## config.mk

```make
export PLATFORM = sky130hd
export DESIGN_NAME = bch_berlekamp_massey
export DESIGN_NICKNAME = d
export VERILOG_FILES = /design/src/rtl/bch_berlekamp_massey.sv
export SDC_FILE = /design/constraint.sdc
export NUM_CORES = 2
export LEC_CHECK = 0
export BUFFER_PORTS_ARGS = -buffer_cell sky130_fd_sc_hd__buf_4
export CAP_MARGIN = 5
export CELL_PAD_IN_SITES_DETAIL_PLACEMENT = 1
export CELL_PAD_IN_SITES_GLOBAL_PLACEMENT = 1
export CORE_ASPECT_RATIO = 1.75
export CORE_UTILIZATION = 23
export DETAILED_ROUTE_END_ITERATION = 8
export PLACE_DENSITY = 0.43
export SETUP_SLACK_MARGIN = 0.05
export SLEW_MARGIN = 20
export SYNTH_ARGS = -nofsm -noshare
export SYNTH_HDL_FRONTEND = slang
export SYNTH_SLANG_ARGS = --single-unit
```

## constraint.sdc

```tcl
create_clock -name clk -period 25.7 [get_ports clk]
set_input_delay 5.14 -clock clk [delete_from_list [all_inputs] [get_ports clk]]
set_output_delay 5.14 -clock clk [all_outputs]
set_load 0.02 [all_outputs]
```

## src/rtl/bch_berlekamp_massey.sv

```systemverilog
// Inversionless Berlekamp-Massey stage of the BCH decoder.
// Takes 2*DELTA syndromes serially and produces the error-locator
// polynomial sigma(x) and its degree L. sigma is then streamed out
// lowest coefficient first. The design is fully sequential: one
// coefficient term per cycle, with a single pair of GF(2^M) multipliers
// shared between the discrepancy and update phases.
module bch_berlekamp_massey #(
    parameter int PARAM_M     = 9,
    parameter int PARAM_POLY  = 'h211,
    parameter int PARAM_DELTA = 16
) (
    input  logic                                   clk,
    input  logic                                   rst,
    input  logic                                   start,
    input  logic                                   syn_valid,
    output logic                                   syn_ready,
    input  logic [PARAM_M-1:0]                     syn_data,
    output logic                                   busy,
    output logic                                   sig_valid,
    output logic [PARAM_M-1:0]                     sig_data,
    output logic                                   sig_last,
    output logic [$clog2(2*PARAM_DELTA+1)-1:0]     deg,
    output logic                                   fail
);

    localparam int NSYN = 2 * PARAM_DELTA;
    localparam int CW   = $clog2(2 * PARAM_DELTA + 1);
    localparam int JW   = $clog2(PARAM_DELTA + 1);
    localparam int SW   = $clog2(NSYN);

    localparam logic [PARAM_M-1:0] POLY_LO = PARAM_POLY[PARAM_M-1:0];
    localparam logic [PARAM_M-1:0] GF_ONE  = 1;
    localparam logic [JW-1:0]      J_LAST  = JW'(PARAM_DELTA);
    localparam logic [SW-1:0]      K_LAST  = SW'(NSYN - 1);
    localparam logic [CW-1:0]      R_LAST  = CW'(NSYN - 1);
    localparam logic [CW-1:0]      CW_ONE  = 1;
    localparam logic [CW-1:0]      T_LIM   = CW'(PARAM_DELTA);

    typedef enum logic [2:0] {
        IDLE = 3'd0,
        LOAD = 3'd1,
        DISC = 3'd2,
        UPD  = 3'd3,
        OUT  = 3'd4
    } state_t;

    state_t state_q, state_d;

    logic [PARAM_M-1:0] sigma_q [0:PARAM_DELTA];
    logic [PARAM_M-1:0] b_q     [0:PARAM_DELTA];
    logic [PARAM_M-1:0] syn_q   [0:NSYN-1];
    logic [PARAM_M-1:0] gamma_q;
    logic [PARAM_M-1:0] delta_q;
    logic [PARAM_M-1:0] bprev_q;
    logic [CW-1:0]      l_q;
    logic [CW-1:0]      r_q;
    logic [SW-1:0]      k_q;
    logic [JW-1:0]      j_q;
    logic [CW-1:0]      deg_q;
    logic               fail_q;

    logic               j_last;
    logic [CW-1:0]      j_ext;
    logic               s_ok;
    logic [SW-1:0]      s_idx;
    logic [PARAM_M-1:0] s_term;
    logic [PARAM_M-1:0] sig_j;
    logic [PARAM_M-1:0] b_j;
    logic [PARAM_M-1:0] bprev_use;
    logic               upd_cond;
    logic [CW-1:0]      l_new;
    logic [CW-1:0]      l_upd;
    logic [PARAM_M-1:0] mul0_a, mul0_b, mul0_p;
    logic [PARAM_M-1:0] mul1_a, mul1_b, mul1_p;

    // GF(2^M) product: Horner evaluation over the bits of b, reducing by
    // the field polynomial after every shift.
    function automatic logic [PARAM_M-1:0] gf_mul(input logic [PARAM_M-1:0] a,
                                                  input logic [PARAM_M-1:0] b);
        logic [PARAM_M-1:0] p;
        p = '0;
        for (int i = PARAM_M - 1; i >= 0; i--) begin
            p = {p[PARAM_M-2:0], 1'b0} ^ (p[PARAM_M-1] ? POLY_LO : '0);
            if (b[i]) p = p ^ a;
        end
        return p;
    endfunction

    assign j_last = (j_q == J_LAST);
    assign j_ext  = CW'(j_q);

    // S_(r+1-j) lives at index r-j; terms reaching below S_1 contribute zero.
    assign s_ok   = (j_ext <= r_q);
    assign s_idx  = SW'(r_q - j_ext);
    assign s_term = s_ok ? syn_q[s_idx] : '0;

    assign sig_j  = sigma_q[j_q];
    assign b_j    = b_q[j_q];

    // B is rewritten in place, so the old B_(j-1) is carried forward in
    // bprev_q; B_(-1) is zero at the start of every update pass.
    assign bprev_use = (j_q == '0) ? '0 : bprev_q;

    // L and gamma stay frozen through an update pass, so the branch
    // decision is constant for all j of that pass.
    assign upd_cond = (delta_q != '0) && ({l_q, 1'b0} <= {1'b0, r_q});
    assign l_new    = r_q + CW_ONE - l_q;
    assign l_upd    = upd_cond ? l_new : l_q;

    // Shared multipliers: DISC uses mul0 for sigma_j*S; UPD uses mul0 for
    // gamma*sigma_j and mul1 for delta*B_(j-1).
    assign mul0_a = (state_q == UPD) ? gamma_q : sig_j;
    assign mul0_b = (state_q == UPD) ? sig_j   : s_term;
    assign mul0_p = gf_mul(mul0_a, mul0_b);
    assign mul1_a = delta_q;
    assign mul1_b = bprev_use;
    assign mul1_p = gf_mul(mul1_a, mul1_b);

    assign deg  = deg_q;
    assign fail = fail_q;

    // State register; reset aborts any decode in progress.
    always_ff @(posedge clk or posedge rst) begin
        if (rst) state_q <= IDLE;
        else     state_q <= state_d;
    end

    // Next-state logic and handshake/stream outputs.
    always_comb begin
        state_d   = state_q;
        syn_ready = 1'b0;
        busy      = 1'b0;
        sig_valid = 1'b0;
        sig_last  = 1'b0;
        sig_data  = '0;
        case (state_q)
            IDLE: begin
                if (start) state_d = LOAD;
            end
            LOAD: begin
                syn_ready = 1'b1;
                busy      = 1'b1;
                if (syn_valid && (k_q == K_LAST)) state_d = DISC;
            end
            DISC: begin
                busy = 1'b1;
                if (j_last) state_d = UPD;
            end
            UPD: begin
                busy = 1'b1;
                if (j_last) state_d = (r_q == R_LAST) ? OUT : DISC;
            end
            OUT: begin
                busy      = 1'b1;
                sig_valid = 1'b1;
                sig_data  = sig_j;
                sig_last  = j_last;
                if (j_last) state_d = IDLE;
            end
            default: state_d = IDLE;
        endcase
    end

    // Datapath: syndrome capture, discrepancy accumulation, in-place
    // polynomial update and the final degree/fail capture.
    always_ff @(posedge clk or posedge rst) begin
        if (rst) begin
            for (int i = 0; i <= PARAM_DELTA; i++) begin
                sigma_q[i] <= '0;
                b_q[i]     <= '0;
            end
            for (int i = 0; i < NSYN; i++) syn_q[i] <= '0;
            gamma_q <= '0;
            delta_q <= '0;
            bprev_q <= '0;
            l_q     <= '0;
            r_q     <= '0;
            k_q     <= '0;
            j_q     <= '0;
            deg_q   <= '0;
            fail_q  <= 1'b0;
        end else begin
            case (state_q)
                IDLE: begin
                    if (start) begin
                        for (int i = 0; i <= PARAM_DELTA; i++) begin
                            sigma_q[i] <= (i == 0) ? GF_ONE : '0;
                            b_q[i]     <= (i == 0) ? GF_ONE : '0;
                        end
                        gamma_q <= GF_ONE;
                        delta_q <= '0;
                        bprev_q <= '0;
                        l_q     <= '0;
                        r_q     <= '0;
                        k_q     <= '0;
                        j_q     <= '0;
                        deg_q   <= '0;
                        fail_q  <= 1'b0;
                    end
                end
                LOAD: begin
                    j_q <= '0;
                    if (syn_valid) begin
                        syn_q[k_q] <= syn_data;
                        k_q        <= (k_q == K_LAST) ? '0 : k_q + 1'b1;
                    end
                end
                DISC: begin
                    delta_q <= (j_q == '0) ? mul0_p : (delta_q ^ mul0_p);
                    j_q     <= j_last ? '0 : j_q + 1'b1;
                end
                UPD: begin
                    sigma_q[j_q] <= mul0_p ^ mul1_p;
                    bprev_q      <= b_j;
                    b_q[j_q]     <= upd_cond ? sig_j : bprev_use;
                    if (j_last) begin
                        j_q <= '0;
                        r_q <= r_q + CW_ONE;
                        if (upd_cond) begin
                            l_q     <= l_new;
                            gamma_q <= delta_q;
                        end
                        if (r_q == R_LAST) begin
                            deg_q  <= l_upd;
                            fail_q <= (l_upd > T_LIM);
                        end
                    end else begin
                        j_q <= j_q + 1'b1;
                    end
                end
                OUT: begin
                    j_q <= j_last ? '0 : j_q + 1'b1;
                end
                default: ;
            endcase
        end
    end

endmodule
```

---- Word level (Yosys, flattened, before mapping) ----
Index checks and enable logic that the tools add are counted.
word-level totals
  flip-flop bits (word level) ............. 653
  input bits .............................. 13
  output and inout bits ................... 20
  logic and storage cells ................. 260
cells by class
  add/sub/neg operators ................... 5
  $lt $le $gt $ge ......................... 8
  equality and inequality tests ........... 15
  muxes and demuxes ....................... 97
  bitwise operators ....................... 37
  reduce and logical (&&, ||, !) cells .... 22
operators by type and width
  kind                 count
  $pmux 153 s2         2
  $mux 9               37
  $bwmux 153           2
  $bwmux 288           1
  $xor 9x9->9          18
  $mux 153             1
  $xor 9x5->9          16
  $bmux 9 s5           3
  $mux 5               20
  $demux 9 s5          2
  $pmux 9 s2           3
  $mux 6               6
  $pmux 6 s2           3
  $ge 6x6->1 const B   3
  $mux 3               6
  $not 5->6            3
  $pmux 3 s5           1
  $pmux 5 s3           1
  $ne 2x2->1 const B   7
  $lt 6x1->1 const B   2
  $add 5x1->5 const B  2
  $eq 5x5->1 const B   2
  $pmux 5 s2           1
  $reduce_bool 9->1    1
  24 further kinds     41

---- Longest topological paths before layout ----
  word-level depth ........................ 43
  mapped depth ............................ 24
  mapped depth without buffers ............ 16

---- Least setup slack after synthesis ----
OpenSTA, ideal clock, no wires.
  path type ............................... register -> output
  start point ............................. reg j_q[0]
  end point ............................... out sig_last
  data arrival time ....................... 2715 ps
  setup slack ............................. 17845 ps
  cell stages (with the launch flop) ...... 10
  path buffers ............................ 5
  cells stage by stage .................... dfrtp_1 buf_6 buf_8 buf_2 buf_1 clkbuf_1 inv_1 ha_1 nand3_1 nor2_1
between the ends
  longest elaborated chain between the ends .. 2
ends and longest elaborated chain
  item                    RTL line  RTL
  start, declared         58        logic [JW-1:0] j_q;
  start signal, assigned  210       j_q <= j_last ? '0 : j_q + 1'b1;
  start signal, assigned  228       j_q <= j_q + 1'b1;
  start signal, assigned  232       j_q <= j_last ? '0 : j_q + 1'b1;
  $eq 5x5->1              89        assign j_last = (j_q == J_LAST);
  $mux 1                  136       case (state_q)
  end, declared           21        output logic sig_last,
No other way between the ends.

---- Worst setup path in the final report ----
  start point ............................. reg j_q[1]
  end point ............................... out sig_data[4]
between the ends
  longest elaborated chain between the ends .. 5
ends and longest elaborated chain
  item                                       RTL line  RTL
  $not 5->6 (not written as such)            97        assign sig_j = sigma_q[j_q];
  $bmux 9 s5                                 97
  $mux 9 (not written as such) (2 in a row)  97
  $mux 9                                     136
  end, declared                              20        output logic [PARAM_M-1:0] sig_data,
No other way between the ends. The select of a mux whose other input is x is not followed.

==> flow_summary.json <==
{
  "slew_viol_final": 0,
  "die_h_um": 512,
  "wl_um": 127000,
  "path_clk_slew_ps": 70,
  "ys_ff_latch": 653,
  "syn_to_final_growth_pct": 13.4,
  "initial_core_util_pct": 23.2,
  "synth_cells": 3094,
  "synth_top_cell_by_area": "dfrtp_1",
  "seqCellArea_sq_um": 16300,
  "hold_class": "register to register",
  "fmax_ghz": 0.111,
  "post-route-min-period_ps": 9050,
  "final_area_sq_um": 38800,
  "critPathLaunchType": "register",
  "grtUsageMet3_pct": 1.64,
  "die-area_sq_um": 150000,
  "synth.area.top_cells": "dfrtp_1, mux2_2, mux4_2",
  "grt_use_met1_pct": 19.1,
  "gp_congestion": 0.791,
  "grt.busiest_layer": "met2",
  "vias": 23846,
  "grt_pass1_vias": 25949,
  "ys_seq_area_share_pct": 47.8,
  "avgSynthCellArea_sq_um": 11.0,
  "async_reset_ff_share_pct": 100,
  "synth_area_sq_um": 34200,
  "critPathMaxFanout": 39,
  "setup_viol": 0,
  "postLayoutCoreUtil_pct": 26.4,
  "drv_cap": 0,
  "setup_tns_ps": 0,
  "core_sq_um": 147000,
  "finalHoldViolCount": 0,
  "outcome": "complete, no violations",
  "cts_root_buffer": "clkbuf_16",
  "synth-warning-count": 0,
  "endpoint_kind": "output pin",
  "synth_top_flop_cell": "dfrtp_1",
  "synth_top_area_share_pct": 47.8,
  "rsz0062_at_grt": "false",
  "cts_hold_repair.buffers": 0,
  "synth.distinct_cells": 93,
  "slew_headroom_pct": 27.2,
  "multi_input_area_sq_um": 16700,
  "drt_iter0_drc": 1148,
  "antenna_found_initial": 2,
  "die_width_um": 293,
  "grt_use_total_pct": 17.2,
  "cts_max_path_buffers": 3,
  "critPathArrivalTime_ps": 3910,
  "syn_nets": 3138,
  "fin_nets": 3054,
  "drt-pass1-iter-count": 5,
  "synth_edf_count": 0,
  "drive_above_1_share_pct": 23.7,
  "cts_resized": 0,
  "hpwl_um": 85500,
  "post_cts_buffers": 0,
  "htreeDepth": 3,
  "post_drt_wl_per_cell_um": 25.3,
  "placed_area_sq_um": 36300,
  "ant_nets": 0,
  "placement.io_buffers": 32,
  "critPathKind": "register to output pin",
  "rows": 186,
  "cts_buffers": 72,
  "skew_ps": 42.6,
  "worstMarginPinSlew_ps": 1090,
  "fill_cells": 16414,
  "drc": 0,
  "timing.hold.ws_ps": 481,
  "yosys-top-cells-count": "dfrtp_1, nand2_1, nand3_1",
  "grt_overflow": 0,
  "use_met2_pct": 33.4,
  "clk_latency_ps": 700,
  "detail_route.vias_per_cell": 4.73,
  "critPathRequiredTime_ps": 20560,
  "period_share_pct": 35.2,
  "synth_most_common_cell": "dfrtp_1",
  "clock-sinks": 653,
  "grt_pass1_wl_um": 190000,
  "pin_count": 33,
  "cts_tree": "built",
  "grt_max_degree": 132
}
## kinds of logic after synthesis
| family | share of synthesized area, % |
|---|---|
| and+or+nand+nor | 14.1 |
| DFF | 47.8 |
| buffers and inverters | 3.78 |
| AOI/OAI and AO/OA | 7.81 |
| adders and majority gates | 1.18 |
| xor gates and xnor gates | 5.76 |
| muxes | 19.6 |
## layer usage
metal | vias to the layer above | part of all wire, % | wire [um]
met5 | - | 0 | 0
met4 | 0 | 3.4 | 4320
met3 | 148 | 1.8 | 2330
met2 | 257 | 56 | 71900
met1 | 12676 | 38 | 49000
li1 | 10765 | - | -
## final cells by class
type / instances / area share [%]
clock inverters: 27 / 0.794
well taps: 1974 / 6.37
flip-flops and latches: 653 / 42.2
clock buffers: 105 / 5.43
repair buffers: 97 / 1.94
multi-input cells: 2157 / 43.0
inverters: 29 / 0.300
diodes: 1 / 0.00646
## per-stage QoR
| step | worst slack [ps] | cells |
|---|---|---|
| 2_1_floorplan | 2260 | 3094 |
| 3_3_place_gp | 16540 | 4910 |
| 3_5_place_dp | 16540 | 4910 |
| 4_1_cts | 16600 | 5042 |
| 5_1_grt | 16590 | 5043 |
| 6_report | 16650 | 5043 |
## state kept, by name, indices dropped and copies added (netlist names)
register	cells
b_q	153
bprev_q	9
deg	6
delta_q	9
fail	1
gamma_q	9
j_q	5
k_q	5
l_q	6
r_q	6
sigma_q	153
state_q	3
syn_q	288
## cells in the final DEF, fill, tap and decap left out, types with 34 or more instances in the layout
cell         n
mux2_2     293
nand2_1    475
nor2_1     164
o21ai_0    217
xnor2_1    111
clkbuf_16   72
mux4_2     120
dfrtp_1    650
nand3_1    322
a21oi_1     34
buf_4       95
## final timing paths
kind	start	endpoint	slack, ps	cells past startpoint
setup reg to reg	j_q[0]	sigma_q[133]	18630	15
max in group asynchronous	rst	b_q[64]	17510	6
hold reg to reg	deg[0]	deg[0]	480	2
setup / recovery	j_q[1]	sig_data[4]	16650	6
min in group asynchronous	rst	l_q[0]	4560	2
hold / removal	deg[0]	deg[0]	480	2
## worst max-delay path: stages (launching register included)
cell	delay, ps
dfrtp_4	710
buf_4	670
mux4_2	600
a22oi_1	550
and3_1	370
nor2_1	70
buf_4	180
Power is not shown: default switching activity piles up to over one toggle a cycle in this logic, so the estimate is an artifact.
